===== src/rtl/masker_ctrl_pkg.sv =====
// Shared constants for the FrameLink masker configuration controller:
// MI register map, CTRL bit positions and mask word-count helper.
package masker_ctrl_pkg;

    localparam logic [5:0] CTRL_ADDR = 6'h20;
    localparam logic [5:0] CNT_ADDR  = 6'h21;

    localparam int CTRL_COMMIT_BIT   = 0;
    localparam int CTRL_PENDING_BIT  = 0;
    localparam int CTRL_IN_FRAME_BIT = 1;

    function automatic int mask_words(input int mask_width);
        return mask_width / 32;
    endfunction

endpackage


===== src/rtl/fl_frame_tracker.sv =====
// Snoops the masker RX FrameLink and reports word transfers, boundary
// events and whether a frame is currently open.
module fl_frame_tracker (
    input  logic clk,
    input  logic reset,
    input  logic sof_n,
    input  logic eof_n,
    input  logic src_rdy_n,
    input  logic dst_rdy_n,
    output logic xfer,
    output logic sof_xfer,
    output logic eof_xfer,
    output logic in_frame
);

    assign xfer     = !src_rdy_n & !dst_rdy_n;
    assign sof_xfer = xfer & !sof_n;
    assign eof_xfer = xfer & !eof_n;

    // EOF wins so a single-word frame never leaves the flag set.
    always_ff @(posedge clk) begin
        if (reset)         in_frame <= 1'b0;
        else if (eof_xfer) in_frame <= 1'b0;
        else if (sof_xfer) in_frame <= 1'b1;
    end

endmodule


===== src/rtl/fl_masker_ctrl.sv =====
// Shadow/active mask controller: MI32-writable shadow committed to MASK only
// at a frame boundary. Define FL_MASKER_CTRL_RDBACK_EN to enable shadow readback.
module fl_masker_ctrl
    import masker_ctrl_pkg::*;
#(
    parameter  int FL_WIDTH        = 128,
    parameter  int NUMBER_OF_WORDS = 4,
    localparam int MASK_WIDTH      = NUMBER_OF_WORDS * FL_WIDTH
) (
    input  logic                  CLK,
    input  logic                  RESET,
    input  logic [31:0]           MI_DWR,
    input  logic [31:0]           MI_ADDR,
    input  logic                  MI_RD,
    input  logic                  MI_WR,
    output logic                  MI_ARDY,
    output logic [31:0]           MI_DRD,
    output logic                  MI_DRDY,
    input  logic                  FL_SOF_N,
    input  logic                  FL_EOF_N,
    input  logic                  FL_SRC_RDY_N,
    input  logic                  FL_DST_RDY_N,
    output logic [MASK_WIDTH-1:0] MASK,
    output logic                  PENDING
);

    localparam int         NW   = mask_words(MASK_WIDTH);
    localparam int         IW   = (NW > 1) ? $clog2(NW) : 1;
    localparam logic [6:0] NW_L = 7'(NW);

    logic [NW-1:0][31:0] shadow, mask_q;
    logic        pending;
    logic [15:0] cnt;
    logic        sof_xfer, eof_xfer, in_frame, unused_xfer;
    logic [5:0]  idx;
    logic [IW-1:0] widx;
    logic        is_shadow, wr_en, rd_en, commit_req, swap;
    logic [31:0] rd_data;
    logic        unused_addr;

    fl_frame_tracker u_tracker (
        .clk       (CLK),
        .reset     (RESET),
        .sof_n     (FL_SOF_N),
        .eof_n     (FL_EOF_N),
        .src_rdy_n (FL_SRC_RDY_N),
        .dst_rdy_n (FL_DST_RDY_N),
        .xfer      (unused_xfer),
        .sof_xfer  (sof_xfer),
        .eof_xfer  (eof_xfer),
        .in_frame  (in_frame)
    );

    assign unused_addr = ^{MI_ADDR[31:8], MI_ADDR[1:0]};
    assign idx         = MI_ADDR[7:2];
    assign widx        = idx[IW-1:0];
    assign is_shadow   = {1'b0, idx} < NW_L;

    // Shadow writes stall while a commit waits, so the swapped image is stable.
    assign wr_en      = MI_WR & !(pending & is_shadow);
    assign rd_en      = MI_RD & !MI_WR;
    assign MI_ARDY    = MI_RD | wr_en;
    assign commit_req = wr_en & (idx == CTRL_ADDR) & MI_DWR[CTRL_COMMIT_BIT];
    assign swap       = pending & ((!in_frame & !sof_xfer) | eof_xfer);

    always_ff @(posedge CLK) begin
        if (RESET) begin
            shadow  <= '1;
            mask_q  <= '1;
            pending <= 1'b0;
            cnt     <= '0;
        end else begin
            if (wr_en & is_shadow) shadow[widx] <= MI_DWR;
            if (swap) begin
                mask_q <= shadow;
                cnt    <= cnt + 16'd1;
            end
            pending <= pending ? !swap : commit_req;
        end
    end

    always_comb begin
        rd_data = '0;
        if (is_shadow) begin
`ifdef FL_MASKER_CTRL_RDBACK_EN
            rd_data = shadow[widx];
`endif
        end else if (idx == CTRL_ADDR) begin
            rd_data[CTRL_PENDING_BIT]  = pending;
            rd_data[CTRL_IN_FRAME_BIT] = in_frame;
        end else if (idx == CNT_ADDR) begin
            rd_data = {16'd0, cnt};
        end
    end

    always_ff @(posedge CLK) begin
        if (RESET) begin
            MI_DRD  <= '0;
            MI_DRDY <= 1'b0;
        end else begin
            MI_DRDY <= rd_en;
            if (rd_en) MI_DRD <= rd_data;
        end
    end

    assign MASK    = mask_q;
    assign PENDING = pending;

endmodule

===== config.mk =====
export PLATFORM = sky130hd
export DESIGN_NAME = fl_masker_ctrl
export DESIGN_NICKNAME = d
export VERILOG_FILES = /design/src/rtl/masker_ctrl_pkg.sv /design/src/rtl/fl_frame_tracker.sv /design/src/rtl/fl_masker_ctrl.sv
export SDC_FILE = /design/constraint.sdc
export NUM_CORES = 2
export LEC_CHECK = 0
export BUFFER_PORTS_ARGS = -buffer_cell sky130_fd_sc_hd__buf_2
export CAP_MARGIN = 20
export CORE_MARGIN = 2
export CORE_UTILIZATION = 45
export CTS_CLUSTER_SIZE = 30
export DETAILED_ROUTE_END_ITERATION = 7
export GPL_TIMING_DRIVEN = 1
export PLACE_DENSITY = 0.7
export SLEW_MARGIN = 0
export SYNTH_ARGS = -nofsm -noshare
export SYNTH_HDL_FRONTEND = slang
export SYNTH_HIERARCHICAL = 1
export SYNTH_SLANG_ARGS = --single-unit

===== constraint.sdc =====
create_clock -name CLK -period 1.9 [get_ports CLK]
set_input_delay 0.38 -clock CLK [delete_from_list [all_inputs] [get_ports CLK]]
set_output_delay 0.38 -clock CLK [all_outputs]
set_load 0.02 [all_outputs]

After elaboration in Yosys (flattened, before gate mapping)
Index checks and enable logic that the tools add are counted.
Widths: inputs -> output; s select.
{ "word_totals": {"wordCells": 75, "regBits": 1075, "mem_count": 0, "mem_bits_ro": 0, "out_inout_bits": 547, "mem_bits_rw": 0, "latch_bits": 0, "input_bits": 72} }
{ "classes": {"n_shift": 0, "n_reduce_logical": 11, "n_mux": 8, "n_bitwise": 13, "add_sub_neg": 1, "eq_ne": 2, "multipliers": 0, "magnitude_cmp": 3, "div_mod_pow": 0} }
{ "op_table": {"columns": ["operator", "n"], "rows": [
  ["$bwmux 512", 1],
  ["$demux 32 s4", 1],
  ["$mux 32", 2],
  ["$mux 30", 1],
  ["$add 16x1->16 const B", 1],
  ["$mux 16", 1],
  ["$eq 6x6->1 const B", 2],
  ["$and 1x1->1", 11],
  ["$logic_not 1->1", 9],
  ["$lt 6x5->1 const B", 1],
  ["$lt 4x5->1 const B", 1],
  ["$ge 4x1->1 const B", 1],
  ["$mux 2", 1],
  ["$or 1x1->1", 2],
  ["$reduce_or 2->1", 1],
  ["$logic_and 1x1->1", 1],
  ["$mux 1", 1]
]} }

Longest topological paths before layout
{ "logic_depth": {"ltp_word": 9, "mapped_depth": 9, "depth_no_buf": 6} }

By module
Netlist, hierarchy kept.
{ "modules_own_cells": {"columns": ["module", "cells_each", "seq_area_each_um2", "n_inst", "area_each_um2"], "rows": [
  ["fl_masker_ctrl", 4147, 21180.3, 1, 38370.6],
  ["fl_frame_tracker", 7, 20.0, 1, 55.1]
]} }

Least setup slack after synthesis
No wires, ideal clock.
{ "synth_path": {"path_type": "input -> register", "startpoint": "in FL_DST_RDY_N", "endpoint": "reg mask_q (netlist bit MASK[103])", "path_buffers": 2, "required_time_ns": 1.838, "cell_stages": 8, "t_arrival_ns": 1.876, "slack_ns": -0.039, "setup_ns": 0.062, "path_cell_list": "or3_1 inv_1 o21bai_2 nand2_1 clkbuf_1 buf_1 nand2_1 nand3b_1"} }
{ "synth_via": {"elab_chain_cells": 7, "elab_cells_between_ends": 8, "classes_between": "bitwise (6); reduce/logical (2)"} }
{ "synth_lines": {"columns": ["item", "line_no", "text"], "rows": [
  ["from (decl)", "fl_masker_ctrl.sv:22", "input logic FL_DST_RDY_N,"],
  ["$logic_not 1->1", "fl_frame_tracker.sv:16", "assign xfer = !src_rdy_n & !dst_rdy_n;"],
  ["$and 1x1->1", "fl_frame_tracker.sv:16", null],
  ["$and 1x1->1", "fl_frame_tracker.sv:17", "assign sof_xfer = xfer & !sof_n;"],
  ["via sof_xfer", "fl_masker_ctrl.sv:34", "logic sof_xfer, eof_xfer, in_frame, unused_xfer;"],
  ["$logic_not 1->1", "fl_masker_ctrl.sv:64", "assign swap = pending & ((!in_frame & !sof_xfer) | eof_xfer);"],
  ["$and 1x1->1", "fl_masker_ctrl.sv:64", null],
  ["$or 1x1->1", "fl_masker_ctrl.sv:64", null],
  ["$and 1x1->1", "fl_masker_ctrl.sv:64", null],
  ["to (signal assigned)", "fl_masker_ctrl.sv:75", "mask_q <= shadow;"],
  ["to (decl)", "fl_masker_ctrl.sv:31", "logic [NW-1:0][31:0] shadow, mask_q;"]
]} }
The timed path passes the listed nets, and every way through them passes these cells.
A chain may end at the register's enable or synchronous reset.

Worst setup path after layout
{ "layout_path": {"startpoint": "reg pending, in the netlist PENDING", "endpoint": "reg shadow[98] (netlist name)"} }
{ "layout_via": {"elab_chain_cells": 4} }
{ "layout_lines": {"columns": ["item", "line_no", "text"], "rows": [
  ["from (decl)", "fl_masker_ctrl.sv:32", "logic pending;"],
  ["from (signal assigned)", "fl_masker_ctrl.sv:78", "pending <= pending ? !swap : commit_req;"],
  ["$and 1x1->1", "fl_masker_ctrl.sv:60", "assign wr_en = MI_WR & !(pending & is_shadow);"],
  ["$logic_not 1->1", "fl_masker_ctrl.sv:60", null],
  ["$and 1x1->1", "fl_masker_ctrl.sv:60", null],
  ["$and 1x1->1", "fl_masker_ctrl.sv:73", "if (wr_en & is_shadow) shadow[widx] <= MI_DWR;"],
  ["to (signal assigned)", "fl_masker_ctrl.sv:68", "shadow <= '1;"],
  ["to (signal, indexed assignment)", "fl_masker_ctrl.sv:73", null],
  ["to (decl)", "fl_masker_ctrl.sv:31", null]
]} }
Every way passes these cells.

==> out/summary.txt <==
result of the run: complete, no violations
overall routing resource usage: 0.2596
1st-pass router iterations: 6
Worst Clk Skew: 0.02356 ns
flip-flop and latch area: 21,200 sq um
largest net degree at the start of global routing: 125
number of DRC violations after detailed-routing iteration 0: 2,305
largest vdd supply drop: 700.9 uV
overall via count from detail_route: 30,530
row count: 107
aggregate global routing overflow: 0
required time of the critical path: 2.50 ns
gpl congestion: 0.8069
die boundary height: 296.2 um
sequential power share: 0.488
Reg-to-Reg Start: PENDING
minimum setup slack among reg-to-reg paths: 0.02 ns
global-route wire length before repair: 172,200 um
Min-Delay Path Class: in -> reg
Max Transition Viols Final: 0
source of the worst hold timing path: MI_DWR[19]
startpoint kind of the worst setup timing path: register
routed length per placed instance: 20.27 um
Pint: 0.03551 W
cell leakage power: 20.55 nW
antenna violations before repair: 5
Slew @ Worst Pin: 1.251 ns
highest clock rate: 0.5311 GHz
headroom to the max-slew limit: 0.1641
synth warn: 6
final setup vio count: 0
clk_lat worst skew: 0.68 ns
power dissipated by switching net loads: 0.01021 W
Initial Utilization: 0.4527
count of final hold-check violations: 0
Syn Inst Count: 4,153
Post-Route WL: 119,500 um
maximum level of the CTS H-tree: 3
CP Cell Sequence: buf_4, nor3_4, nand4_1, buf_6, nor3_4, buf_12, clkbuf_16, mux2i_1
fraction of power consumed by combinational cells: 0.035
share of post-route cells with drive strength above 1: 0.2028
sw frac: 0.2233
total clock buffers created by CTS: 108
r2r endpoint: shadow[98]
area grow syn2layout: 22.51%
clock root buffer: sky130_fd_sc_hd__clkbuf_16
length in cells of the worst reg-to-reg path: 8
Post-Syn Area per Cell: 9.252 sq um
cell with the most instances on the worst path: sky130_fd_sc_hd__nor3_4
Total Die Area: 87,730 sq um
portion of total power attributed to the clock network: 0.477
clock transition at the registers of the reported paths: 0.06 ns
highest cell delay on the worst timing path: 0.34 ns
cell type of the slowest stage on the worst timing path: sky130_fd_sc_hd__dfxtp_4
number of I/O pins: 619
number of global-route vias before repair: 28,150
Placed Cells incl. Taps: 5,682
CTS max path bufs: 3
Port Buf Inserts: 576
share of the clock period used by the worst path: 0.9911
Worst Hold Slack: 0.06930 ns
Layout Cells excl Fill: 5,893
count of buffering cells on the critical path with inverters included: 4
placeable core region: 84,880 sq um
cell area after synthesis: 38,420 sq um
fillers: 7,558
kind of end point of the critical path: register
DRC: 0
family with the most delay on the worst path: buffers and inverters
detailed-placement wirelength estimate: 74,400 um
number of cells traversed by the worst hold path: 3
area of the multi-input gates: 15,920 sq um
total number of clock tree sinks: 1,059
crit path kind: reg -> reg
Max-Cap Viols: 0
power density over cell area: 971.3 nW/um^2
routed vias/inst: 5.181
worst min-delay path endpoint: shadow[499]
Antenna Nets Post-Route: 0
Horiz. Die Dim: 296.2 um
Total Nets Final: 4,728
signal arrival time at the worst endpoint: 2.49 ns
minimum clock period: 1.883 ns
maximum net fanout on the critical path: 15
clock tree from TritonCTS: built
## worst min-delay path: stages
cell and delay, ns:
sky130_fd_sc_hd__buf_2 0.11, sky130_fd_sc_hd__nor2_4 0.08, sky130_fd_sc_hd__mux2i_1 0.12
## cell usage in the layout, fill, tap and decap left out, types with 5 or more instances in the layout
master                       instances
sky130_fd_sc_hd__buf_2             574
sky130_fd_sc_hd__a22oi_1            15
sky130_fd_sc_hd__xor2_1              5
sky130_fd_sc_hd__clkinv_2           21
sky130_fd_sc_hd__buf_4              86
sky130_fd_sc_hd__conb_1             16
sky130_fd_sc_hd__nor3_1             65
sky130_fd_sc_hd__nor2_1            476
sky130_fd_sc_hd__clkbuf_1           24
sky130_fd_sc_hd__clkinvlp_4          6
sky130_fd_sc_hd__bufinv_16           8
sky130_fd_sc_hd__buf_12             58
sky130_fd_sc_hd__nor2_4             37
sky130_fd_sc_hd__dfxtp_1          1058
sky130_fd_sc_hd__clkbuf_16         111
sky130_fd_sc_hd__o21ai_0             8
sky130_fd_sc_hd__nand2_1          1036
sky130_fd_sc_hd__a21oi_1            75
sky130_fd_sc_hd__nand4_1             8
sky130_fd_sc_hd__mux2i_1           448
sky130_fd_sc_hd__nand3b_1          512
sky130_fd_sc_hd__or3_1               7
sky130_fd_sc_hd__clkbuf_8           27
## stage by stage
step	instance area [sq um]	setup slack (ns)	power [W]	utilization	setup TNS, ns
6_report	47070	0.01696	0.04572	0.5546	0
5_1_grt	47070	-0.001786	0.04689	0.5545	-0.001786
4_1_cts	46950	0.005108	0.04592	0.5531	0
3_5_place_dp	43220	-0.1722	0.02438	0.5092	-58.34
3_3_place_gp	43180	-0.1456	0.02437	0.5087	-46.30
2_1_floorplan	38500	-0.03262	0.02364	-	-8.796
## final cells by class
| type | count | share of cell area |
|---|---|---|
| diodes | 1 | 0.00005316 |
| clock buffers | 160 | 0.06776 |
| clock inverters | 43 | 0.01087 |
| inverters | 3 | 0.0002392 |
| multi-input cells | 2758 | 0.3381 |
| flip-flops and latches | 1059 | 0.4505 |
| well taps | 1144 | 0.03041 |
| repair buffers | 725 | 0.1021 |
## layer usage
layer	share of wire	vias to the layer above	global-route usage
met3	0.062	206	0.03882
li1	-	14530	-
met5	0	-	0
met2	0.48	962	0.4351
met4	0.035	0	0.09781
met1	0.42	14840	0.3378
## power by group through the flow
stage               clock [W]  sequential, W  combinational [W]
floorplan                   0         0.0228           0.000803
global placement            0         0.0228            0.00155
detailed placement          0         0.0228            0.00157
CTS                    0.0220         0.0223            0.00157
global route           0.0229         0.0223            0.00164
finish                 0.0218         0.0223            0.00159
## registers in the layout, indices dropped and copies added (netlist names)
name,count
cnt,16
MI_DRD,16
MI_DRDY,1
PENDING,1
u_tracker/in_frame,1
shadow,512
MASK,512
## worst max-delay path by stage
stage                       startpoint    endpoint  slack, ns  cells after the start
after floorplan           FL_DST_RDY_N   MASK[127]      -0.03                      8
after CTS                      PENDING     MI_ARDY      0.005                      4
after global routing           PENDING  shadow[98]     -0.002                      8
final                          PENDING  shadow[98]       0.02                      8
after detailed placement  FL_DST_RDY_N   MASK[233]      -0.17                     10
after global placement    FL_DST_RDY_N   MASK[309]      -0.15                     10
## what timing repair did
item | 4_1_cts | 5_1_grt
gates cloned | 0 | 2
setup endpoints to repair | 1 | 20
hold buffers | 1 | 0
resized for setup | 4 | 6
hold endpoints to repair | 1 | 0
setup buffers | 1 | 3
pin swaps | 0 | 3
Power figures use the tool's default switching activity.
